$ cat src/rtl/ft_telem_pkg.sv
// Shared constants for the FT telemetry bridge: headers, command encoding,
// mode encodings and the packet word-count helper.
package ft_telem_pkg;

    localparam logic [7:0]  CMD_PREFIX   = 8'hC0;
    localparam logic [3:0]  OP_MODE      = 4'd1;
    localparam logic [3:0]  OP_STATS     = 4'd2;
    localparam logic [3:0]  OP_RSTCNT    = 4'd3;

    localparam logic [1:0]  MODE_LOOP    = 2'd0;
    localparam logic [1:0]  MODE_STREAM  = 2'd1;
    localparam logic [1:0]  MODE_STATS   = 2'd2;

    localparam logic [15:0] HDR_PKT_16   = 16'hA55A;
    localparam logic [15:0] HDR_STATS_16 = 16'h5AA5;
    localparam logic [7:0]  HDR_PKT_8    = 8'hA5;
    localparam logic [7:0]  HDR_STATS_8  = 8'h5A;

    typedef enum logic [1:0] {ST_IDLE, ST_HDR, ST_BODY} state_e;

    function automatic int words_per_pkt(input int pkt_w, input int bus_w);
        return (pkt_w + bus_w - 1) / bus_w;
    endfunction

endpackage

$ cat src/rtl/pkt_fifo.sv
// Synchronous FIFO with full/empty flags and a flush; read data is the head
// entry (show-ahead), so the consumer sees the packet before popping it.
module pkt_fifo #(
    parameter int WIDTH = 88,
    parameter int DEPTH = 4
) (
    input  logic             clk_i,
    input  logic             rst_i,
    input  logic             flush_i,
    input  logic             wr_en_i,
    input  logic [WIDTH-1:0] wr_data_i,
    input  logic             rd_en_i,
    output logic [WIDTH-1:0] rd_data_o,
    output logic             full_o,
    output logic             empty_o
);
    localparam int AW = $clog2(DEPTH);

    logic [AW:0]      wr_ptr_q, rd_ptr_q;
    logic [WIDTH-1:0] mem_q [DEPTH];
    logic             do_rd, do_wr;

    assign empty_o   = (wr_ptr_q == rd_ptr_q);
    assign full_o    = (wr_ptr_q[AW] != rd_ptr_q[AW]) &&
                       (wr_ptr_q[AW-1:0] == rd_ptr_q[AW-1:0]);
    assign rd_data_o = mem_q[rd_ptr_q[AW-1:0]];
    assign do_rd     = rd_en_i && !empty_o;
    // A pop in the same cycle frees the slot, so a write at full still lands.
    assign do_wr     = wr_en_i && (!full_o || do_rd);

    always_ff @(posedge clk_i or posedge rst_i) begin
        if (rst_i) begin
            wr_ptr_q <= '0;
            rd_ptr_q <= '0;
        end else if (flush_i) begin
            wr_ptr_q <= '0;
            rd_ptr_q <= '0;
        end else begin
            if (do_wr) wr_ptr_q <= wr_ptr_q + (AW+1)'(1);
            if (do_rd) rd_ptr_q <= rd_ptr_q + (AW+1)'(1);
        end
    end

    always_ff @(posedge clk_i) begin
        if (do_wr && !flush_i) mem_q[wr_ptr_q[AW-1:0]] <= wr_data_i;
    end

endmodule

$ cat src/rtl/ft_telem_bridge.sv
// Bridges the FT FIFO user interface to the telemetry path: host command
// decode, loopback echo, packet streaming and counter-snapshot frames.
module ft_telem_bridge
    import ft_telem_pkg::*;
#(
    parameter int         BUS_WIDTH      = 16,
    parameter int         PKT_WIDTH      = 88,
    parameter int         NUM_COUNTERS   = 2,
    parameter int         CNT_WIDTH      = 32,
    parameter int         PKT_FIFO_DEPTH = 4,
    parameter logic [1:0] DEFAULT_MODE   = 2'd0
) (
    input  logic                              clk_128M,
    input  logic                              rst_128M,
    input  logic [BUS_WIDTH-1:0]              ui_dout,
    input  logic [BUS_WIDTH/8-1:0]            ui_dout_be,
    input  logic                              ui_dout_empty,
    output logic                              ui_dout_get,
    output logic [BUS_WIDTH-1:0]              ui_din,
    output logic [BUS_WIDTH/8-1:0]            ui_din_be,
    output logic                              ui_din_valid,
    input  logic                              ui_din_full,
    input  logic [PKT_WIDTH-1:0]              pkt_data,
    input  logic                              pkt_valid,
    input  logic [NUM_COUNTERS*CNT_WIDTH-1:0] counters,
    output logic                              reset_counters,
    output logic [1:0]                        mode,
    output logic [15:0]                       dropped_pkts
);
    localparam int BE_W      = BUS_WIDTH / 8;
    localparam int WPP       = words_per_pkt(PKT_WIDTH, BUS_WIDTH);
    localparam int SNAP_W    = NUM_COUNTERS * CNT_WIDTH;
    localparam int SWORDS    = SNAP_W / BUS_WIDTH;
    localparam int PKT_PAD_W = WPP * BUS_WIDTH;
    localparam int PAY_W     = (PKT_PAD_W > SNAP_W) ? PKT_PAD_W : SNAP_W;
    localparam int IDX_W     = $clog2(PAY_W / BUS_WIDTH + 1);

    localparam logic [BUS_WIDTH-1:0] HDR_PKT   =
        (BUS_WIDTH == 8) ? BUS_WIDTH'(HDR_PKT_8)   : BUS_WIDTH'(HDR_PKT_16);
    localparam logic [BUS_WIDTH-1:0] HDR_STATS =
        (BUS_WIDTH == 8) ? BUS_WIDTH'(HDR_STATS_8) : BUS_WIDTH'(HDR_STATS_16);

    state_e                 state_q;
    logic [1:0]             mode_q;
    logic [BUS_WIDTH-1:0]   din_q;
    logic [BE_W-1:0]        be_q;
    logic                   valid_q;
    logic [PAY_W-1:0]       pay_q;
    logic [IDX_W-1:0]       left_q;
    logic                   is_stats_q, stats_pend_q, rst_cnt_q;
    logic [SNAP_W-1:0]      snap_q;
    logic [15:0]            dropped_q;

    logic                   is_cmd, out_free, xfer, start_frame;
    logic                   pop_cmd, echo, mode_wr, flush;
    logic                   fifo_wr, fifo_rd, fifo_full, fifo_empty, drop;
    logic [3:0]             op;
    logic [1:0]             arg;
    logic [PKT_WIDTH-1:0]   fifo_head;

    assign ui_din         = din_q;
    assign ui_din_be      = be_q;
    assign ui_din_valid   = valid_q;
    assign reset_counters = rst_cnt_q;
    assign mode           = mode_q;
    assign dropped_pkts   = dropped_q;

    // An 8-bit bus has no room for the prefix, so every word is a bare opcode.
    assign is_cmd   = (BUS_WIDTH == 8) || (ui_dout[BUS_WIDTH-1 -: 8] == CMD_PREFIX);
    assign op       = ui_dout[7:4];
    assign arg      = (BUS_WIDTH == 8) ? 2'd0 : ui_dout[1:0];
    assign xfer     = valid_q && !ui_din_full;
    assign out_free = !valid_q || !ui_din_full;

    assign start_frame = (state_q == ST_IDLE) && out_free &&
                         (stats_pend_q || (mode_q == MODE_STREAM && !fifo_empty));
    // Frame start owns the output register that cycle, so the host waits.
    assign ui_dout_get = !rst_128M && (state_q == ST_IDLE) && !ui_dout_empty &&
                         !start_frame && (is_cmd || mode_q != MODE_LOOP || out_free);

    assign pop_cmd = ui_dout_get && is_cmd;
    assign echo    = ui_dout_get && !is_cmd && (mode_q == MODE_LOOP);
    assign mode_wr = pop_cmd && (op == OP_MODE) && (arg != 2'd3);
    assign flush   = mode_wr && (arg == MODE_LOOP) && (mode_q != MODE_LOOP);

    assign fifo_wr = pkt_valid && (mode_q != MODE_LOOP);
    assign fifo_rd = (state_q == ST_BODY) && xfer && (left_q == '0) && !is_stats_q;
    assign drop    = fifo_wr && fifo_full && !fifo_rd;

    pkt_fifo #(
        .WIDTH (PKT_WIDTH),
        .DEPTH (PKT_FIFO_DEPTH)
    ) u_pkt_fifo (
        .clk_i     (clk_128M),
        .rst_i     (rst_128M),
        .flush_i   (flush),
        .wr_en_i   (fifo_wr),
        .wr_data_i (pkt_data),
        .rd_en_i   (fifo_rd),
        .rd_data_o (fifo_head),
        .full_o    (fifo_full),
        .empty_o   (fifo_empty)
    );

    always_ff @(posedge clk_128M or posedge rst_128M) begin
        if (rst_128M) begin
            state_q      <= ST_IDLE;
            mode_q       <= DEFAULT_MODE;
            din_q        <= '0;
            be_q         <= '0;
            valid_q      <= 1'b0;
            pay_q        <= '0;
            left_q       <= '0;
            is_stats_q   <= 1'b0;
            stats_pend_q <= 1'b0;
            rst_cnt_q    <= 1'b0;
            snap_q       <= '0;
            dropped_q    <= '0;
        end else begin
            rst_cnt_q <= pop_cmd && (op == OP_RSTCNT);
            if (mode_wr) mode_q <= arg;
            if (pop_cmd && op == OP_STATS) begin
                snap_q       <= counters;
                stats_pend_q <= 1'b1;
            end
            if (drop && dropped_q != 16'hFFFF) dropped_q <= dropped_q + 16'd1;

            case (state_q)
                ST_IDLE: begin
                    if (start_frame) begin
                        state_q    <= ST_HDR;
                        valid_q    <= 1'b1;
                        be_q       <= '1;
                        is_stats_q <= stats_pend_q;
                        // Payload is left-justified so body words peel off the top.
                        if (stats_pend_q) begin
                            din_q        <= HDR_STATS;
                            pay_q        <= PAY_W'(snap_q) << (PAY_W - SNAP_W);
                            left_q       <= IDX_W'(SWORDS - 1);
                            stats_pend_q <= 1'b0;
                        end else begin
                            din_q  <= HDR_PKT;
                            pay_q  <= PAY_W'(fifo_head) << (PAY_W - PKT_WIDTH);
                            left_q <= IDX_W'(WPP - 1);
                        end
                    end else if (echo) begin
                        din_q   <= ui_dout;
                        be_q    <= ui_dout_be;
                        valid_q <= 1'b1;
                    end else if (xfer) begin
                        valid_q <= 1'b0;
                    end
                end
                ST_HDR: begin
                    if (xfer) begin
                        din_q   <= pay_q[PAY_W-1 -: BUS_WIDTH];
                        pay_q   <= pay_q << BUS_WIDTH;
                        state_q <= ST_BODY;
                    end
                end
                ST_BODY: begin
                    if (xfer) begin
                        if (left_q == '0) begin
                            valid_q <= 1'b0;
                            state_q <= ST_IDLE;
                        end else begin
                            din_q  <= pay_q[PAY_W-1 -: BUS_WIDTH];
                            pay_q  <= pay_q << BUS_WIDTH;
                            left_q <= left_q - IDX_W'(1);
                        end
                    end
                end
                default: state_q <= ST_IDLE;
            endcase
        end
    end

endmodule

$ cat config.mk
export PLATFORM = sky130hd
export DESIGN_NAME = ft_telem_bridge
export DESIGN_NICKNAME = d
export VERILOG_FILES = /design/src/rtl/ft_telem_pkg.sv /design/src/rtl/pkt_fifo.sv /design/src/rtl/ft_telem_bridge.sv
export SDC_FILE = /design/constraint.sdc
export NUM_CORES = 1
export LEC_CHECK = 0
export ABC_AREA = 1
export CAP_MARGIN = 10
export CORE_ASPECT_RATIO = 1.1
export CORE_MARGIN = 2
export CORE_UTILIZATION = 57
export DETAILED_ROUTE_END_ITERATION = 10
export PLACE_DENSITY = 0.82
export SLEW_MARGIN = 30
export SYNTH_ARGS = -nofsm -noshare
export SYNTH_HDL_FRONTEND = slang
export SYNTH_SLANG_ARGS = --single-unit
$ cat constraint.sdc
create_clock -name clk_128M -period 8 [get_ports clk_128M]
set_input_delay 2 -clock clk_128M [delete_from_list [all_inputs] [get_ports clk_128M]]
set_output_delay 2 -clock clk_128M [all_outputs]
set_load 0.005 [all_outputs]
==> flow_metrics.tcl <==
set metrics [dict create \
    pin_count 214 \
    power.leakage_uw 0.0105 \
    synth_top_family_by_area "compound AO/OA/AOI/OAI gates" \
    area_growth_syn_to_layout_pct 17.8 \
    crit_path_top_delay_cell "sky130_fd_sc_hd__clkdlybuf4s50_1" \
    power_density_nw_per_um2 322 \
    start_util 0.575 \
    cts_setup_buffers 0 \
    crit_fanout 5 \
    die_footprint_um2 41800 \
    dpl.cell_count 2632 \
    hp-start "pay_q[78]$_DFFE_PP0P_" \
    worstPathCellList "clkdlybuf4s50_1 > nand2_1 > nor2_1 > nand2_1 > nand3_1 > nand2_1 > nor2_8 > clkdlybuf4s50_1" \
    synth_area_um2 22900 \
    max_cap_violations 0 \
    worst_ir_drop_vdd_uv 208 \
    design.final.nets 2362 \
    register_area_share_after_synthesis 0.683 \
    global_route.overflow_total 0 \
    synth_mux_area_frac 0 \
    synth_fp_nets 2191 \
    r2r-start "u_pkt_fifo.rd_ptr_q[1]$_DFFE_PP0P_" \
    placement.io_buffers 213 \
    critical_path.top_delay_family "buffers and inverters" \
    crit_start "ui_dout[15]" \
    clock_tree.htree_level_count 2 \
    post_synth_num_cell_types 41 \
    grt_setup_unrepaired "false" \
    synth_cells 2004 \
    worst_pin_slew_ps 971 \
    cts_made_buffers 53 \
    finalSetupViolCount 0 \
    ctsHoldBuffers 0 \
    final_common_cell "sky130_fd_sc_hd__nand2_1" \
    initial_antenna_violation_count 5 \
    timing_max_transition_violations_final 0 \
    ys_warn_count 0 \
    drt-pass1-iter-count 5 \
    worst_skew_pair_latency_ps 580 \
    hp-class "reg2reg" \
    synthAdderAreaFrac 0.00655 \
    grt.total_usage 0.271 \
    grt_start_max_net_pins 133 \
    vias_in_the_first_global_route 16024 \
    critical_path_class "in2out" \
    synth_simple_gate_area_frac 0.114 \
    whs_ps 482 \
    mean_instance_size_in_the_synthesized_netlist_um2 11.4 \
    synth_xor_area_frac 0.00497 \
    setup-tns-final_ps 0 \
    finalHoldViolations 0 \
    die_width_um 195 \
    most-common-layout-cells "364 x sky130_fd_sc_hd__nand2_1, 352 x sky130_fd_sc_hd__edfxtp_1, 239 x sky130_fd_sc_hd__nor2_1, 233 x sky130_fd_sc_hd__o21ai_0, 213 x sky130_fd_sc_hd__clkdlybuf4s50_1" \
    drive_gt1_frac 0.0771 \
    floorplan.rows 77 \
    run_status "complete, no violations" \
    tritoncts "built" \
    drt-vias-per-instance 5.91 \
    cts.reportedPaths.clkPinSlew_ps 60 \
    end_kind "output pin" \
    synth_register_bits 555 \
    grt_first_pass_wirelength_um 87900 \
    remaining_drc_errors 0 \
    routed_wl_um 56700 \
    final-instance-count-excl-fill 2736 \
    cts.root.buffer_cell "sky130_fd_sc_hd__clkbuf_16" \
    timing.clock.skew_ps 13.6 \
    fillers 2823 \
    place_congestion 0.857 \
    floorplan.die.height_um 214 \
    detailedPlacementHpwl_um 34800 \
    critical_path.startpoint_type "input port" \
    routedWlPerCell_um 20.7 \
    timing.critical_path.arrival_ps 3850 \
    period_minus_slack_ps 5850 \
    max_freq_mhz 171 \
    area_of_the_core_region_um2 39900 \
    synth_compound_gate_area_share 0.142 \
    dr_total_vias 16172 \
    worst_path_largest_cell_delay_ps 540 \
    final_min_period_over_clock_period 0.731 \
    postRouteAntennaNets 0 \
    maxSlewHeadroom 0.353 \
    cts_max_path_buffers 3 \
    setup_slack_ps 2150 \
    numClockSinks 555 \
    postCtsResizedCells 0 \
    pre_cts_ws_ps 2150 \
    critical_path_required_ps 6000 \
    critical-path-top-cell-by-count "sky130_fd_sc_hd__nand2_1" \
    initialDrtViolationCount 1584 \
    cp.buffers_inverters 2 \
]
-- registers in the layout, indices dropped and copies added (netlist names) --
name                 cells
is_stats_q               1
dropped_pkts            16
left_q                   3
snap_q                  64
mode                     2
ui_din_be                2
ui_din                  16
ui_din_valid             1
reset_counters           1
u_pkt_fifo.mem_q       352
u_pkt_fifo.wr_ptr_q      3
state_q                  2
u_pkt_fifo.rd_ptr_q      3
pay_q                   88
stats_pend_q             1
-- power by group --
group,leakage (uW),switching (uW),internal (uW)
Combinational,0.00383,1710,930
Sequential,0.00579,286,3360
Clock,0.000835,1030,1390
Total,0.0105,3030,5680
-- worst reg2reg max path, stage by stage (launching register included) --
cell	delay (ps)
sky130_fd_sc_hd__dfrtp_4	720
sky130_fd_sc_hd__inv_6	490
sky130_fd_sc_hd__nand2_1	130
sky130_fd_sc_hd__nand2_1	100
sky130_fd_sc_hd__nand3_2	110
sky130_fd_sc_hd__nand2_2	120
sky130_fd_sc_hd__nand2_4	100
sky130_fd_sc_hd__nor2_8	170
sky130_fd_sc_hd__nand4_2	270
sky130_fd_sc_hd__nand3_1	190
sky130_fd_sc_hd__clkinv_2	550
sky130_fd_sc_hd__buf_4	680
-- cell type report --
class / count / area (um2) / area share
clock inverters: 26 / 205 / 0.00760
inverters: 127 / 498 / 0.0184
repair buffers: 234 / 2340 / 0.0868
diodes: 4 / 10.0 / 0.000371
flip-flops and latches: 555 / 15700 / 0.580
well taps: 513 / 642 / 0.0238
multi-input cells: 1204 / 6170 / 0.228
clock buffers: 73 / 1480 / 0.0549
-- through the flow --
| stage | utilization | area [um2] | total power [uW] |
|---|---|---|---|
| after global placement | 0.633 | 25200 | 6160 |
| after detailed placement | 0.634 | 25300 | 6260 |
| final | 0.677 | 27000 | 8710 |
| after global routing | 0.677 | 27000 | 9170 |
| after floorplan | - | 22900 | 5410 |
| after CTS | 0.676 | 27000 | 8690 |
-- per-layer routing --
metal	vias to the layer above	part of all wire	GRT usage
met2	695	0.51	0.468
met1	7973	0.39	0.347
met4	4	0.034	0.101
met3	118	0.069	0.0431
li1	7382	-	-
met5	-	0.00042	0
-- kinds of logic (layout without fill, tap and decap cells) --
logic type	count (synthesis)	after routing
DFF	555	555
buffers and inverters	245	460
other	0	4
and+or+nand+nor	660	660
AOI/OAI and AO/OA	519	519
adders and majority gates	12	12
xor gates and xnor gates	13	13
-- final timing paths --
| kind | to | slack, ps | cells past startpoint |
|---|---|---|---|
| setup reg to reg | u_pkt_fifo.mem_q[3][55]$_DFFE_PP_ | 3950 | 11 |
| hold reg to reg | pay_q[78]$_DFFE_PP0P_ | 480 | 2 |
| setup / recovery | ui_dout_get | 2150 | 8 |
| max in group asynchronous | pay_q[47]$_DFFE_PP0P_ | 4870 | 3 |
| min in group asynchronous | mode[1]$_DFFE_PP0P_ | 2000 | 2 |
| hold / removal | pay_q[78]$_DFFE_PP0P_ | 480 | 2 |
-- Yosys cell counts, drive strengths merged --
cell	number	area [um2]
a211oi	1	7.51
a21oi	37	185
a22oi	8	60.1
a32o	14	140
buf	48	385
clkbuf	70	264
clkinv	1	3.75
dfrtp	203	5080
edfxtp	352	10600
ha	12	150
inv	126	480
nand2	368	1400
nand3	23	120
nand3b	1	7.51
nand4	10	83.8
nor2	245	943
nor3	10	50.1
nor4	3	18.8
o211ai	50	375
o21a	1	7.51
o21ai	312	1750
o221ai	50	438
o22ai	46	288
xnor2	1	8.76
xor2	12	105
(Power assumes the default switching activity.)
